[src/rtl/ex_muldiv_unit.sv]
// ============================================================================
// Module   : ex_muldiv_unit
// Brief    : Iterative radix-2 multiply/divide unit with HI/LO registers.
// Revision : 1.0 - initial release
// ============================================================================
`default_nettype none

module ex_muldiv_unit #(
  parameter int WIDTH = 32,
  parameter int STEPS = 32
) (
  input  logic             clk,
  input  logic             rst_n,
  input  logic             valid_in,
  input  logic [2:0]       op_in,
  input  logic             mt_lo_in,
  input  logic [WIDTH-1:0] a_in,
  input  logic [WIDTH-1:0] b_in,
  input  logic             abort_in,
  output logic             stall_out,
  output logic [WIDTH-1:0] result_out,
  output logic [WIDTH-1:0] hi_out,
  output logic [WIDTH-1:0] lo_out,
  output logic             done_out
);

  localparam int         c_CNT_W   = $clog2(STEPS + 1);
  localparam logic [2:0] c_OP_MULT  = 3'd1;
  localparam logic [2:0] c_OP_MULTU = 3'd2;
  localparam logic [2:0] c_OP_DIV   = 3'd3;
  localparam logic [2:0] c_OP_DIVU  = 3'd4;
  localparam logic [2:0] c_OP_MFHI  = 3'd5;
  localparam logic [2:0] c_OP_MFLO  = 3'd6;
  localparam logic [2:0] c_OP_MT    = 3'd7;

  typedef enum logic [1:0] {
    S_IDLE = 2'd0,
    S_CALC = 2'd1,
    S_FIX  = 2'd2
  } state_t;

  state_t               r_state;
  state_t               w_next;
  logic [WIDTH-1:0]     r_hi;
  logic [WIDTH-1:0]     r_lo;
  logic [2*WIDTH-1:0]   r_acc;
  logic [WIDTH-1:0]     r_opb;
  logic [WIDTH-1:0]     r_orig_a;
  logic [c_CNT_W-1:0]   r_cnt;
  logic                 r_is_div;
  logic                 r_div0;
  logic                 r_neg_lo;
  logic                 r_neg_hi;

  logic                 w_is_muldiv;
  logic                 w_is_div_op;
  logic                 w_signed;
  logic                 w_start;
  logic                 w_a_neg;
  logic                 w_b_neg;
  logic [WIDTH-1:0]     w_a_mag;
  logic [WIDTH-1:0]     w_b_mag;
  logic [WIDTH-1:0]     w_addend;
  logic [WIDTH:0]       w_sum;
  logic [2*WIDTH-1:0]   w_mul_next;
  logic [WIDTH:0]       w_rem_sh;
  logic [WIDTH:0]       w_diff;
  logic                 w_qbit;
  logic [2*WIDTH-1:0]   w_div_next;
  logic [2*WIDTH-1:0]   w_prod_fix;
  logic [WIDTH-1:0]     w_q_fix;
  logic [WIDTH-1:0]     w_r_fix;
  logic [WIDTH-1:0]     w_hi_new;
  logic [WIDTH-1:0]     w_lo_new;

  assign w_is_muldiv = (op_in == c_OP_MULT) || (op_in == c_OP_MULTU) ||
                       (op_in == c_OP_DIV)  || (op_in == c_OP_DIVU);
  assign w_is_div_op = (op_in == c_OP_DIV) || (op_in == c_OP_DIVU);
  assign w_signed    = (op_in == c_OP_MULT) || (op_in == c_OP_DIV);
  // A flush or an active reset must keep an issuing op from ever starting.
  assign w_start     = rst_n & valid_in & w_is_muldiv & ~abort_in & (r_state == S_IDLE);

  assign w_a_neg = w_signed & a_in[WIDTH-1];
  assign w_b_neg = w_signed & b_in[WIDTH-1];
  assign w_a_mag = w_a_neg ? -a_in : a_in;
  assign w_b_mag = w_b_neg ? -b_in : b_in;

  // Multiply step: conditional add into the upper half, then shift right.
  assign w_addend   = r_acc[0] ? r_opb : '0;
  assign w_sum      = {1'b0, r_acc[2*WIDTH-1:WIDTH]} + {1'b0, w_addend};
  assign w_mul_next = {w_sum, r_acc[WIDTH-1:1]};

  // Divide step: upper half is the partial remainder, lower half shifts the
  // dividend out and the quotient bits in.
  assign w_rem_sh   = {r_acc[2*WIDTH-1:WIDTH], r_acc[WIDTH-1]};
  assign w_diff     = w_rem_sh - {1'b0, r_opb};
  assign w_qbit     = ~w_diff[WIDTH];
  assign w_div_next = {(w_qbit ? w_diff[WIDTH-1:0] : w_rem_sh[WIDTH-1:0]),
                       r_acc[WIDTH-2:0], w_qbit};

  assign w_prod_fix = r_neg_lo ? -r_acc : r_acc;
  assign w_q_fix    = r_neg_lo ? -r_acc[WIDTH-1:0] : r_acc[WIDTH-1:0];
  assign w_r_fix    = r_neg_hi ? -r_acc[2*WIDTH-1:WIDTH] : r_acc[2*WIDTH-1:WIDTH];

  always_comb begin
    w_hi_new = w_prod_fix[2*WIDTH-1:WIDTH];
    w_lo_new = w_prod_fix[WIDTH-1:0];
    if (r_is_div) begin
      if (r_div0) begin
        w_hi_new = r_orig_a;
        w_lo_new = '1;
      end else begin
        w_hi_new = w_r_fix;
        w_lo_new = w_q_fix;
      end
    end
  end

  always_ff @(posedge clk or negedge rst_n) begin
    if (!rst_n) r_state <= S_IDLE;
    else        r_state <= w_next;
  end

  always_comb begin
    w_next    = r_state;
    stall_out = 1'b0;
    done_out  = 1'b0;
    case (r_state)
      S_IDLE: begin
        if (w_start) begin
          w_next    = S_CALC;
          stall_out = 1'b1;
        end
      end
      S_CALC: begin
        stall_out = 1'b1;
        if (abort_in)                          w_next = S_IDLE;
        else if (r_cnt == c_CNT_W'(1))         w_next = S_FIX;
      end
      S_FIX: begin
        stall_out = 1'b1;
        w_next    = S_IDLE;
        done_out  = ~abort_in;
      end
      default: w_next = S_IDLE;
    endcase
  end

  always_ff @(posedge clk or negedge rst_n) begin
    if (!rst_n) begin
      r_hi     <= '0;
      r_lo     <= '0;
      r_acc    <= '0;
      r_opb    <= '0;
      r_orig_a <= '0;
      r_cnt    <= '0;
      r_is_div <= 1'b0;
      r_div0   <= 1'b0;
      r_neg_lo <= 1'b0;
      r_neg_hi <= 1'b0;
    end else begin
      if (w_start) begin
        r_acc    <= {{WIDTH{1'b0}}, (w_is_div_op ? w_a_mag : w_b_mag)};
        r_opb    <= w_is_div_op ? w_b_mag : w_a_mag;
        r_orig_a <= a_in;
        r_cnt    <= c_CNT_W'(STEPS);
        r_is_div <= w_is_div_op;
        r_div0   <= (b_in == '0);
        r_neg_lo <= w_a_neg ^ w_b_neg;
        r_neg_hi <= w_a_neg;
      end else if (r_state == S_CALC) begin
        r_acc <= r_is_div ? w_div_next : w_mul_next;
        r_cnt <= r_cnt - c_CNT_W'(1);
      end

      if (r_state == S_FIX && !abort_in) begin
        r_hi <= w_hi_new;
        r_lo <= w_lo_new;
      end else if (r_state == S_IDLE && valid_in && !abort_in && op_in == c_OP_MT) begin
        if (mt_lo_in) r_lo <= a_in;
        else          r_hi <= a_in;
      end
    end
  end

  always_comb begin
    result_out = '0;
    if (valid_in && op_in == c_OP_MFHI)      result_out = r_hi;
    else if (valid_in && op_in == c_OP_MFLO) result_out = r_lo;
  end

  assign hi_out = r_hi;
  assign lo_out = r_lo;

endmodule

`default_nettype wire

[config.mk]
export PLATFORM = sky130hd
export DESIGN_NAME = ex_muldiv_unit
export DESIGN_NICKNAME = d
export VERILOG_FILES = /design/src/rtl/ex_muldiv_unit.sv
export SDC_FILE = /design/constraint.sdc
export NUM_CORES = 1
export LEC_CHECK = 0
export ABC_AREA = 0
export CAP_MARGIN = 20
export CORE_MARGIN = 2
export CORE_UTILIZATION = 40
export CTS_BUF_LIST = sky130_fd_sc_hd__clkbuf_16
export CTS_CLUSTER_SIZE = 28
export DETAILED_ROUTE_END_ITERATION = 10
export PLACE_DENSITY_LB_ADDON = 0.3
export SETUP_SLACK_MARGIN = 0.1
export SYNTH_ARGS = -nofsm -noshare
export SYNTH_HDL_FRONTEND = slang
export SYNTH_SLANG_ARGS = --single-unit
[constraint.sdc]
create_clock -name clk -period 3.98 [get_ports clk]
set_input_delay 0.398 -clock clk [delete_from_list [all_inputs] [get_ports clk]]
set_output_delay 0.398 -clock clk [all_outputs]
set_load 0.03 [all_outputs]
==> results.sh <==
export IMPL_rows=76
export IMPL_die_h_um=214
export IMPL_worst_setup_path_end_kind="register"
export IMPL_synthArstFlopShare=1.00
export IMPL_ios=170
export IMPL_clk_pin_slew_ns=0.06
export IMPL_area_delta_synth_final_pct=20.3
export IMPL_viasPerCell=6.20
export IMPL_grtUsageMet2=0.464
export IMPL_fin_crit_sh=0.920
export IMPL_syn_nets=2426
export IMPL_io_buffers=169
export IMPL_fin_skew_ns=0.0354
export IMPL_whs_ns=0.258
export IMPL_routed_wl_mm=70.9
export IMPL_route_detailed_drc=0
export IMPL_h_tree_depth=1
export IMPL_fmax_mhz=273
export IMPL_grt_overflow_total=0
export IMPL_die_area_um2=45600
export IMPL_finalCriticalPeriod_ns=3.66
export IMPL_fin_nets=2569
export IMPL_drt_iter0_markers=2338
export IMPL_slew_headroom=0.315
export IMPL_fillers=4247
export IMPL_track_usage=0.307
export IMPL_rsz0062_at_grt="false"
export IMPL_syn_avg_cell_area_um2=7.72
export IMPL_power_density_nw_per_um2=837
export IMPL_wl_per_cell_um=23.5
export IMPL_ir_worst_vdd_v=0.000423
export IMPL_grt_pass1_wl_mm=107
export IMPL_status="finished, final reports clean"
export IMPL_synth_cell_types=80
export IMPL_use_met3=0.0712
export IMPL_synth_top_family_by_area="compound AO/OA/AOI/OAI gates"
export IMPL_max_cap_violations=0
export IMPL_clock_latency_ns=0.58
export IMPL_drv_slew=0
export IMPL_met1_usage=0.422
export IMPL_grt_busiest_layer="met2"
export IMPL_dp_cells=2977
export IMPL_drtAntennaViolNets=0
export IMPL_synth_area_um2=17600
export IMPL_clock_sinks=204
export IMPL_synth_xor_area_frac=0.0962
export IMPL_hpwl_mm=53.9
export IMPL_hold_violations=0
export IMPL_leakage_nw=8.81
export IMPL_finalSetupViolCount=0
export IMPL_die_w_um=214
export IMPL_coreArea_um2=43300
export IMPL_drive_gt1_frac=0.0764
export IMPL_arrival_ns=4.12
export IMPL_ys_seq_area_frac=0.290
export IMPL_finalNonFillerCells=3021
export IMPL_final_common_cell="nand2_1"
export IMPL_crit_path_start_kind="register"
export IMPL_netlist_instances=2278
export IMPL_yosysWarningCount=0
export IMPL_gp_congestion=0.999
export IMPL_worst_pin_slew_ns=1.02
export IMPL_crit_fanout=21
export IMPL_insertedDiodeCount=0
export IMPL_final_util=0.489
export IMPL_vias=18723
export IMPL_synth_edf_count=0
export IMPL_hp_class="in2async"
export IMPL_start_util=0.406
export IMPL_synth_compound_area_frac=0.262
export IMPL_grt_max_degree=96
export IMPL_cts_tree="done"
export IMPL_post_cts_repair_setup_buffers=0
export IMPL_first_global_vias=17483
export IMPL_cts_max_path_buffers=3
export IMPL_yosys_area_share_adder=0.0550
export IMPL_synthSimpleGateAreaFrac=0.196
export IMPL_path_class="reg2reg"
export IMPL_drtPass1Iterations=6
export IMPL_synth_area_mux_share=0.0478
export IMPL_layout_common_cells="nand2_1 (373), dfrtp_1 (202), nor2_1 (177), clkdlybuf4s50_1 (167), a21oi_1 (159)"
export IMPL_antenna_found_initial=0
export IMPL_cts_buffers=25
export IMPL_ys_seq_elements=204
export IMPL_cts_root_buffer="clkbuf_16"
export IMPL_cp_data_required_time_ns=4.44
export IMPL_synthFlopType="dfrtp_1"
per-layer routing:
| layer | wire length, um | up-vias |
|---|---|---|
| met2 | 30300 | 1031 |
| met4 | 3460 | 0 |
| met5 | 0 | - |
| met3 | 7670 | 203 |
| met1 | 29400 | 9082 |
| li1 | - | 8407 |
cell families after synthesis:
kind of cell,after synthesis
adders and majority gates,76
DFF,204
and+or+nand+nor,765
AOI/OAI and AO/OA,715
muxes,84
xor gates and xnor gates,193
buffers and inverters,241
power by group:
group,total [mW],switching [mW],internal [mW]
logic,11.2,6.87,4.38
registers,4.14,1.11,3.03
clock network,2.31,0.976,1.33
total,17.7,8.95,8.73
critical path, stage by stage (launching register included):
cell	delay (ns)
dfrtp_1	0.43
inv_1	0.16
ha_1	0.22
fa_1	0.25
nand2b_1	0.15
a21oi_1	0.11
o21a_1	0.24
a21o_1	0.22
o31a_1	0.34
o211ai_4	0.66
buf_4	0.31
a21oi_1	0.09
o21a_1	0.14
o31ai_1	0.22
cells in the mapped netlist, drive strengths merged (8+ instances only):
master | instances | area (um^2)
nand2 | 374 | 1400
xnor2 | 98 | 858
a22oi | 11 | 82.6
a22o | 32 | 280
a32oi | 35 | 307
or2 | 8 | 50.1
nor3 | 29 | 145
nor2 | 179 | 672
o21a | 12 | 90.1
nor4 | 16 | 113
nor2b | 18 | 113
dfrtp | 204 | 5100
a31oi | 16 | 100
inv | 70 | 263
or4 | 13 | 101
o21ai | 219 | 1100
nand4 | 10 | 62.6
a21oi | 160 | 801
clkbuf | 143 | 541
buf | 28 | 118
mux2i | 84 | 841
and2 | 10 | 62.6
o31ai | 25 | 193
ha | 74 | 926
o41ai | 13 | 121
xor2 | 95 | 832
or3 | 21 | 141
and3 | 14 | 87.6
o221ai | 8 | 70.1
nand3 | 26 | 130
nand2b | 26 | 170
a21o | 42 | 315
a211oi | 19 | 143
o211ai | 71 | 538
state kept, by name, indices dropped and copies added, names as in the netlist:
register,cells
r_acc,64
hi_out,32
lo_out,32
r_opb,32
r_orig_a,32
r_cnt,6
r_state,2
r_div0,1
r_is_div,1
r_neg_hi,1
r_neg_lo,1
path summary, 6_finish.rpt:
check / from / endpoint / slack (ns) / cells past startpoint
max: r_acc[31] / r_acc[57] / 0.32 / 13
min: rst_n / r_orig_a[4] / 0.26 / 2
max reg2reg: r_acc[31] / r_acc[57] / 0.32 / 13
min reg2reg: r_orig_a[19] / r_orig_a[19] / 0.48 / 2
max in group asynchronous: rst_n / lo_out[17] / 1.89 / 4
min in group clk: r_orig_a[19] / r_orig_a[19] / 0.48 / 2
area by class of cell:
type	count	area [um^2]	share of cell area
multi-input combinational	1833	11600	0.549
sequential	204	5110	0.242
timing repair buffer	287	2640	0.125
tap	585	732	0.0346
clock buffer	25	626	0.0296
inverter	70	263	0.0124
clock inverter	17	164	0.00775
repair_timing:
| action | 4_1_cts | 5_1_grt |
|---|---|---|
| resized for setup | 0 | 3 |
| hold buffers | 1 | 0 |
| hold endpoints to repair | 16 | 0 |
| endpoints found under the setup margin | 0 | 3 |
metrics by stage:
stage / TNS, ns / setup slack, ns / cell area [um^2] / power (mW)
after floorplan: 0 / 0.860 / 17600 / 11.1
after global placement: 0 / 0.0694 / 20300 / 14.9
after detailed placement: -0.0361 / -0.0214 / 20300 / 15.1
after CTS: 0 / 0.368 / 21100 / 17.4
after global routing: 0 / 0.140 / 21100 / 18.8
final: 0 / 0.318 / 21100 / 17.7
Note: power is estimated with default switching activity, not from simulation.
